$ cat src/rtl/mcu_bus_if.sv
// 8051 external-memory bus to internal register-bus bridge.
// Synchronises the 8051 strobes, decodes the CPLD page and issues register read/write strobes.
module mcu_bus_if #(
    parameter logic [7:0] CS_PAGE = 8'h80,
    parameter logic [7:0] TIMEOUT = 8'd255
) (
    input  logic       sys_clk_i,
    input  logic       sys_rst_n_i,
    input  logic       ale_i,
    input  logic       rd_n_i,
    input  logic       wr_n_i,
    input  logic [7:0] p0_ad_i8,
    input  logic [7:0] p2_a_i8,
    output logic [7:0] p0_ad_o8,
    output logic       p0_ad_oe_o,
    output logic       mcu_rst_o,
    output logic       mcu_cs_o,
    output logic       mcu_rd_o,
    output logic       mcu_wr_o,
    output logic [7:0] mcu_addr_o8,
    output logic [7:0] mcu_wrdat_o8,
    input  logic [7:0] mcu_rddat_i8,
    output logic       bus_err_o
);

    typedef enum logic [2:0] {StIdle, StAddr, StWait, StRead, StWrite} state_e;

    logic       ale_s1_q, ale_s2_q;
    logic       rd_n_s1_q, rd_n_s2_q;
    logic       wr_n_s1_q, wr_n_s2_q;
    logic       rst_s1_q, mcu_rst_q;
    logic [7:0] addr_stg_q, addr_stg_d;
    logic [7:0] page_stg_q, page_stg_d;
    logic [7:0] dat_stg_q, dat_stg_d;
    state_e     state_q, state_d;
    logic [7:0] cnt_q, cnt_d;
    logic       hit_q, hit_d;
    logic       wr_pend_q, wr_pend_d;
    logic       cs_q, cs_d;
    logic       rd_q, rd_d;
    logic       wr_q, wr_d;
    logic       err_q, err_d;
    logic [7:0] addr_q, addr_d;
    logic [7:0] wrdat_q, wrdat_d;
    logic [7:0] p0_q, p0_d;

    // Register-file reset: asserted asynchronously, released through two flops.
    always_ff @(posedge sys_clk_i or negedge sys_rst_n_i) begin
        if (!sys_rst_n_i) begin
            rst_s1_q  <= 1'b1;
            mcu_rst_q <= 1'b1;
        end else begin
            rst_s1_q  <= 1'b0;
            mcu_rst_q <= rst_s1_q;
        end
    end

    always_comb begin
        addr_stg_d = ale_s1_q ? p0_ad_i8 : addr_stg_q;
        page_stg_d = ale_s1_q ? p2_a_i8 : page_stg_q;
        dat_stg_d  = wr_n_s1_q ? dat_stg_q : p0_ad_i8;

        state_d   = state_q;
        cnt_d     = cnt_q;
        hit_d     = hit_q;
        wr_pend_d = 1'b0;
        err_d     = 1'b0;
        addr_d    = addr_q;
        wrdat_d   = wrdat_q;
        p0_d      = p0_q;

        unique case (state_q)
            StIdle: begin
                if (ale_s2_q) state_d = StAddr;
            end
            StAddr: begin
                if (!ale_s2_q) begin
                    state_d = StWait;
                    cnt_d   = 8'd0;
                    addr_d  = addr_stg_q;
                    hit_d   = (page_stg_q == CS_PAGE);
                end
            end
            StWait: begin
                cnt_d = cnt_q + 8'd1;
                if (cnt_q == TIMEOUT || (!rd_n_s2_q && !wr_n_s2_q)) begin
                    state_d = StIdle;
                    err_d   = 1'b1;
                end else if (ale_s2_q) begin
                    state_d = StAddr;
                end else if (!rd_n_s2_q) begin
                    state_d = StRead;
                end else if (!wr_n_s2_q) begin
                    state_d = StWrite;
                end
            end
            StRead: begin
                cnt_d = cnt_q + 8'd1;
                p0_d  = mcu_rddat_i8;
                if (cnt_q == TIMEOUT) begin
                    state_d = StIdle;
                    err_d   = 1'b1;
                end else if (rd_n_s2_q) begin
                    state_d = StIdle;
                end
            end
            StWrite: begin
                cnt_d = cnt_q + 8'd1;
                if (cnt_q == TIMEOUT) begin
                    state_d = StIdle;
                    err_d   = 1'b1;
                end else if (wr_n_s2_q) begin
                    state_d   = StIdle;
                    wrdat_d   = dat_stg_q;
                    wr_pend_d = hit_q;
                end
            end
            default: state_d = StIdle;
        endcase

        // Write strobe lands one cycle after completion so address and data are already settled.
        rd_d = (state_d == StRead) && hit_d;
        wr_d = wr_pend_q;
        cs_d = rd_d || wr_pend_q;
    end

    always_ff @(posedge sys_clk_i or negedge sys_rst_n_i) begin
        if (!sys_rst_n_i) begin
            ale_s1_q   <= 1'b0;
            ale_s2_q   <= 1'b0;
            rd_n_s1_q  <= 1'b1;
            rd_n_s2_q  <= 1'b1;
            wr_n_s1_q  <= 1'b1;
            wr_n_s2_q  <= 1'b1;
            addr_stg_q <= 8'h00;
            page_stg_q <= 8'h00;
            dat_stg_q  <= 8'h00;
            state_q    <= StIdle;
            cnt_q      <= 8'd0;
            hit_q      <= 1'b0;
            wr_pend_q  <= 1'b0;
            cs_q       <= 1'b0;
            rd_q       <= 1'b0;
            wr_q       <= 1'b0;
            err_q      <= 1'b0;
            addr_q     <= 8'h00;
            wrdat_q    <= 8'h00;
            p0_q       <= 8'h00;
        end else begin
            ale_s1_q   <= ale_i;
            ale_s2_q   <= ale_s1_q;
            rd_n_s1_q  <= rd_n_i;
            rd_n_s2_q  <= rd_n_s1_q;
            wr_n_s1_q  <= wr_n_i;
            wr_n_s2_q  <= wr_n_s1_q;
            addr_stg_q <= addr_stg_d;
            page_stg_q <= page_stg_d;
            dat_stg_q  <= dat_stg_d;
            state_q    <= state_d;
            cnt_q      <= cnt_d;
            hit_q      <= hit_d;
            wr_pend_q  <= wr_pend_d;
            cs_q       <= cs_d;
            rd_q       <= rd_d;
            wr_q       <= wr_d;
            err_q      <= err_d;
            addr_q     <= addr_d;
            wrdat_q    <= wrdat_d;
            p0_q       <= p0_d;
        end
    end

    // OE follows the raw pin so the driver releases P0 as soon as /RD rises.
    assign p0_ad_oe_o   = (state_q == StRead) && hit_q && !rd_n_i;
    assign p0_ad_o8     = p0_q;
    assign mcu_rst_o    = mcu_rst_q;
    assign mcu_cs_o     = cs_q;
    assign mcu_rd_o     = rd_q;
    assign mcu_wr_o     = wr_q;
    assign mcu_addr_o8  = addr_q;
    assign mcu_wrdat_o8 = wrdat_q;
    assign bus_err_o    = err_q;

endmodule

$ cat config.mk
export PLATFORM = sky130hd
export DESIGN_NAME = mcu_bus_if
export DESIGN_NICKNAME = d
export VERILOG_FILES = /design/src/rtl/mcu_bus_if.sv
export SDC_FILE = /design/constraint.sdc
export NUM_CORES = 1
export LEC_CHECK = 0
export CAP_MARGIN = 0
export CORE_UTILIZATION = 55
export DETAILED_ROUTE_END_ITERATION = 8
export HOLD_SLACK_MARGIN = 0.08
export PLACE_DENSITY = 0.91
export SYNTH_ARGS = -nofsm -noshare
export SYNTH_HDL_FRONTEND = slang
export SYNTH_SLANG_ARGS = --single-unit
$ cat constraint.sdc
create_clock -name sys_clk_i -period 4.75 [get_ports sys_clk_i]
set_input_delay 0.95 -clock sys_clk_i [delete_from_list [all_inputs] [get_ports sys_clk_i]]
set_output_delay 0.95 -clock sys_clk_i [all_outputs]
set_load 0.01 [all_outputs]
* Word level (Yosys, flattened, before mapping)
Index checks and enable logic that the tools add are counted.
** Word-level totals
- Input bits :: 29
- Register bits :: 73
** Operators by class
- Add/subtract/negate cells :: 1
- Mux-type cells :: 21
- Reduce and logical (&&, ||, !) cells :: 16
- Equal/unequal tests :: 8
- Bitwise operators :: 2
** Operator list (number)
- $mux 3 :: 10
- $eq 8x8->1 const B :: 2
- $pmux 8 s2 :: 1
- $pmux 3 s5 :: 1
- $eq 3x2->1 const B :: 3
- $add 8x1->8 const B :: 1
- $mux 8 :: 1
- $mux 1 :: 7
- $logic_and 1x1->1 :: 4
- $reduce_and 2->1 :: 2
- $eq 3x1->1 const B :: 1
- $eq 3x3->1 const B :: 1
- $logic_not 1->1 :: 3
- $logic_not 3->1 :: 1
- $reduce_and 3->1 :: 1
- $reduce_or 3->1 :: 1
- $logic_or 1x1->1 :: 2
- $ne 2x2->1 const B :: 1
- $not 1->1 :: 2
- $pmux 1 s2 :: 1
- $reduce_bool 2->1 :: 1
- $reduce_or 2->1 :: 1

* Longest topological paths before layout
- Depth in word-level cells :: 8
- Depth in mapped cells :: 6
- Depth with buffers taken out :: 5

* Worst setup path before layout
No wires, ideal clock.
- Path type :: input port to output port
- From :: input port rd_n_i
- To :: output port p0_ad_oe_o
- Data arrival time :: 1240 ps
- Data required time :: 3800 ps
- Setup slack :: 2560 ps
- Stages :: 1
- Cells stage by stage :: nor3_1
** On the way
- Longest elaborated chain between the ends :: 2
** Ends and longest elaborated chain
- start, declared :: RTL line 10 : input logic rd_n_i,
- $logic_not 1->1 :: RTL line 174 : assign p0_ad_oe_o = (state_q == StRead) && hit_q && !rd_n_i;
- $logic_and 1x1->1 :: RTL line 174
- end, declared :: RTL line 15 : output logic p0_ad_oe_o,
Every way passes these cells.

* Final worst setup path
- From :: register state_q[2]
- To :: output port p0_ad_oe_o
** On the way
- Longest elaborated chain between the ends :: 3
** Ends and longest elaborated chain
- start, declared :: RTL line 35 : state_e state_q, state_d;
- start signal, assigned :: RTL line 138 : state_q <= StIdle;
- start signal, assigned :: RTL line 159 : state_q <= state_d;
- $eq 3x2->1 :: RTL line 174
- $logic_and 1x1->1 (2 in series) :: RTL line 174
Every way passes these cells.

==> results.ini <==
[sta]
setup_tns_ps = 0
finalCriticalPeriod_ps = 3210
fin_worst_skew_ps = 9.95
setup_ws_ps = 1540
worstMarginPinSlew_ps = 1080
hold_ws_ps = 359
slew_headroom = 0.281
final_hold_viol_count = 0
final_max_slew_viol_count = 0
max_freq_ghz = 0.311
setup_viol = 0
timing.final.crit_share = 0.676
rsz0062_at_grt = false

[power_and_ir_drop]
powerDensity_mw_per_mm2 = 520
irDropWorstVdd_v = 0.000328
p_leak_nw = 1.62

[die]
die_x_um = 75.3
coreArea_mm2 = 0.00514
start_util = 0.575
die_h_um = 75.3
dieArea_mm2 = 0.00567
ios = 59
rows = 26

[grt]
grt_max_degree = 51
grt_pass1_wl_um = 8840
antenna_found_initial = 0
track_usage = 0.222
grt-ovfl-total = 0
grt_pass1_vias = 1880

[worst_setup_path]
worst_ep_required_time_ps = 3800
cp-start-kind = flop
criticalPathCategory = reg2out
cp.arrival_ps = 2260
end_kind = primary output
crit_fanout = 15

[job]
max_cap_viol_count = 0

[clocking]
clk-insertion-delay-late_ps = 340
clk_pin_slew_ps = 70
hold_buffers = 0
h-tree-depth = 3
clock_sinks = 73
post_cts_buffers = 0
clockRootBuffer = clkbuf_8
post_cts_resize_count = 0
cts_tree = done
clk_path_buf_depth = 2
cts_buffers = 9

[drt]
routedWlPerCell_um = 15.6
wl_um = 5330
first_pass_iters = 4
drt_iter0_drc = 101
viasPerCell = 5.31
drc = 0
postRouteAntennaNets = 0
num_vias = 1812

[yosys]
synthCells = 204
synth-edff-count = 0
yosysUniqueCellTypes = 45
ys.flop_type = dfrtp_1
syn_area_mm2 = 0.00296
ys_async_sr_fraction = 1.00
synth_top_cell_by_area = dfrtp_1
synth_seq_cells = 73
synth_area_leaders = dfrtp_1, mux2_2, mux2_1
synth_warnings = 0
avgSynthCellArea_um2 = 14.5
synth_top_area_frac = 0.567
synth_fp_nets = 234
synth-seq-area-share = 0.620

[worst_hold_path]
min_path_type = reg2reg

[placed_design]
place_ws_ps = 1640
hpwl_um = 3660
place_congestion = 0.769
io_buffer_count = 58
dpl_cell_area_mm2 = 0.00359

[finish]
final_common_cell = dfrtp_1
n_antenna_cell = 0
mostFrequentLayoutCells = dfrtp_1, clkdlybuf4s50_1, mux2_2
syn2layout_area_growth_pct = 28.5
finalInstanceArea_mm2 = 0.00380
final_nets = 296
drive_above_1_share = 0.229

[run_status]
outcome = finished, final reports clean

-- flip-flops by register name (all words and copies together) (netlist names), 3 cells and up --
name          flops
page_stg_q        8
dat_stg_q         8
mcu_addr_o8       8
state_q           3
addr_stg_q        8
mcu_wrdat_o8      8
cnt_q             8
p0_ad_o8          8
-- critical path: stages (launching register included) --
cell             delay (ps)
dfrtp_1                 530
and2b_1                 290
nand2_1                 260
nor3_1                  260
clkdlybuf4s50_1         590
-- layer usage --
| layer | track usage | vias up | share of wire |
|---|---|---|---|
| li1 | - | 839 | - |
| met1 | 0.276 | 924 | 0.44 |
| met2 | 0.364 | 49 | 0.50 |
| met3 | 0.0780 | 0 | 0.063 |
| met4 | 0.0802 | 0 | 0 |
| met5 | 0 | - | 0 |
-- layout make-up --
cell class                 instances  area [um^2]
sequential                        73         1830
multi-input combinational        119         1060
clock buffer                      13          149
inverter                           4         20.0
fill                             351         1340
clock inverter                     3         65.1
timing repair buffer              59          583
tap                               70         87.6
-- cell usage after synthesis, drive strengths merged, types with 2 or more instances --
cell and n:
a211oi 4, a21oi 4, buf 5, clkbuf 3, dfrtp 67, dfstp 6
inv 3, mux2 48, nand2 8, nand2b 2, nand3 4, nand4 2
nor2 10, nor3 3, nor4b 2, o21ai 5, o22ai 2, xnor2 7
-- report_power, final --
part / internal, mW / switching [mW] / total (mW)
logic: 0.345 / 0.218 / 0.563
clock network: 0.310 / 0.212 / 0.522
registers: 0.770 / 0.119 / 0.890
-- path summary, 6_finish.rpt --
kind	start	endpoint	slack (ps)	cells past startpoint
worst min register to register	rst_s1_q	mcu_rst_o	360	0
worst min-delay path	rst_s1_q	mcu_rst_o	360	0
worst max register to register	state_q[2]	mcu_cs_o	2590	5
max in group asynchronous	sys_rst_n_i	wr_n_s2_q	2970	2
min in group asynchronous	sys_rst_n_i	page_stg_q[2]	820	1
worst max-delay path	state_q[2]	p0_ad_oe_o	1540	4
-- cell families (layout without fill, tap and decap cells) --
family                     after synthesis  count (layout)  synth area share
DFF                                     73              73             0.620
muxes                                   48              48             0.193
and+or+nand+nor                         39              39            0.0800
AOI/OAI and AO/OA                       23              23            0.0597
buffers and inverters                   12              79            0.0207
xor gates and xnor gates                 7               7            0.0207
adders and majority gates                1               1           0.00423
other                                    1               1           0.00127
-- per-stage QoR --
stage	power (mW)	utilization	std cells
2_1_floorplan	1.18	-	204
3_3_place_gp	1.44	0.698	325
3_5_place_dp	1.47	0.698	325
4_1_cts	2.00	0.739	341
5_1_grt	2.08	0.739	341
6_report	1.98	0.739	341
No activity file was read; power rests on OpenSTA's default activity.
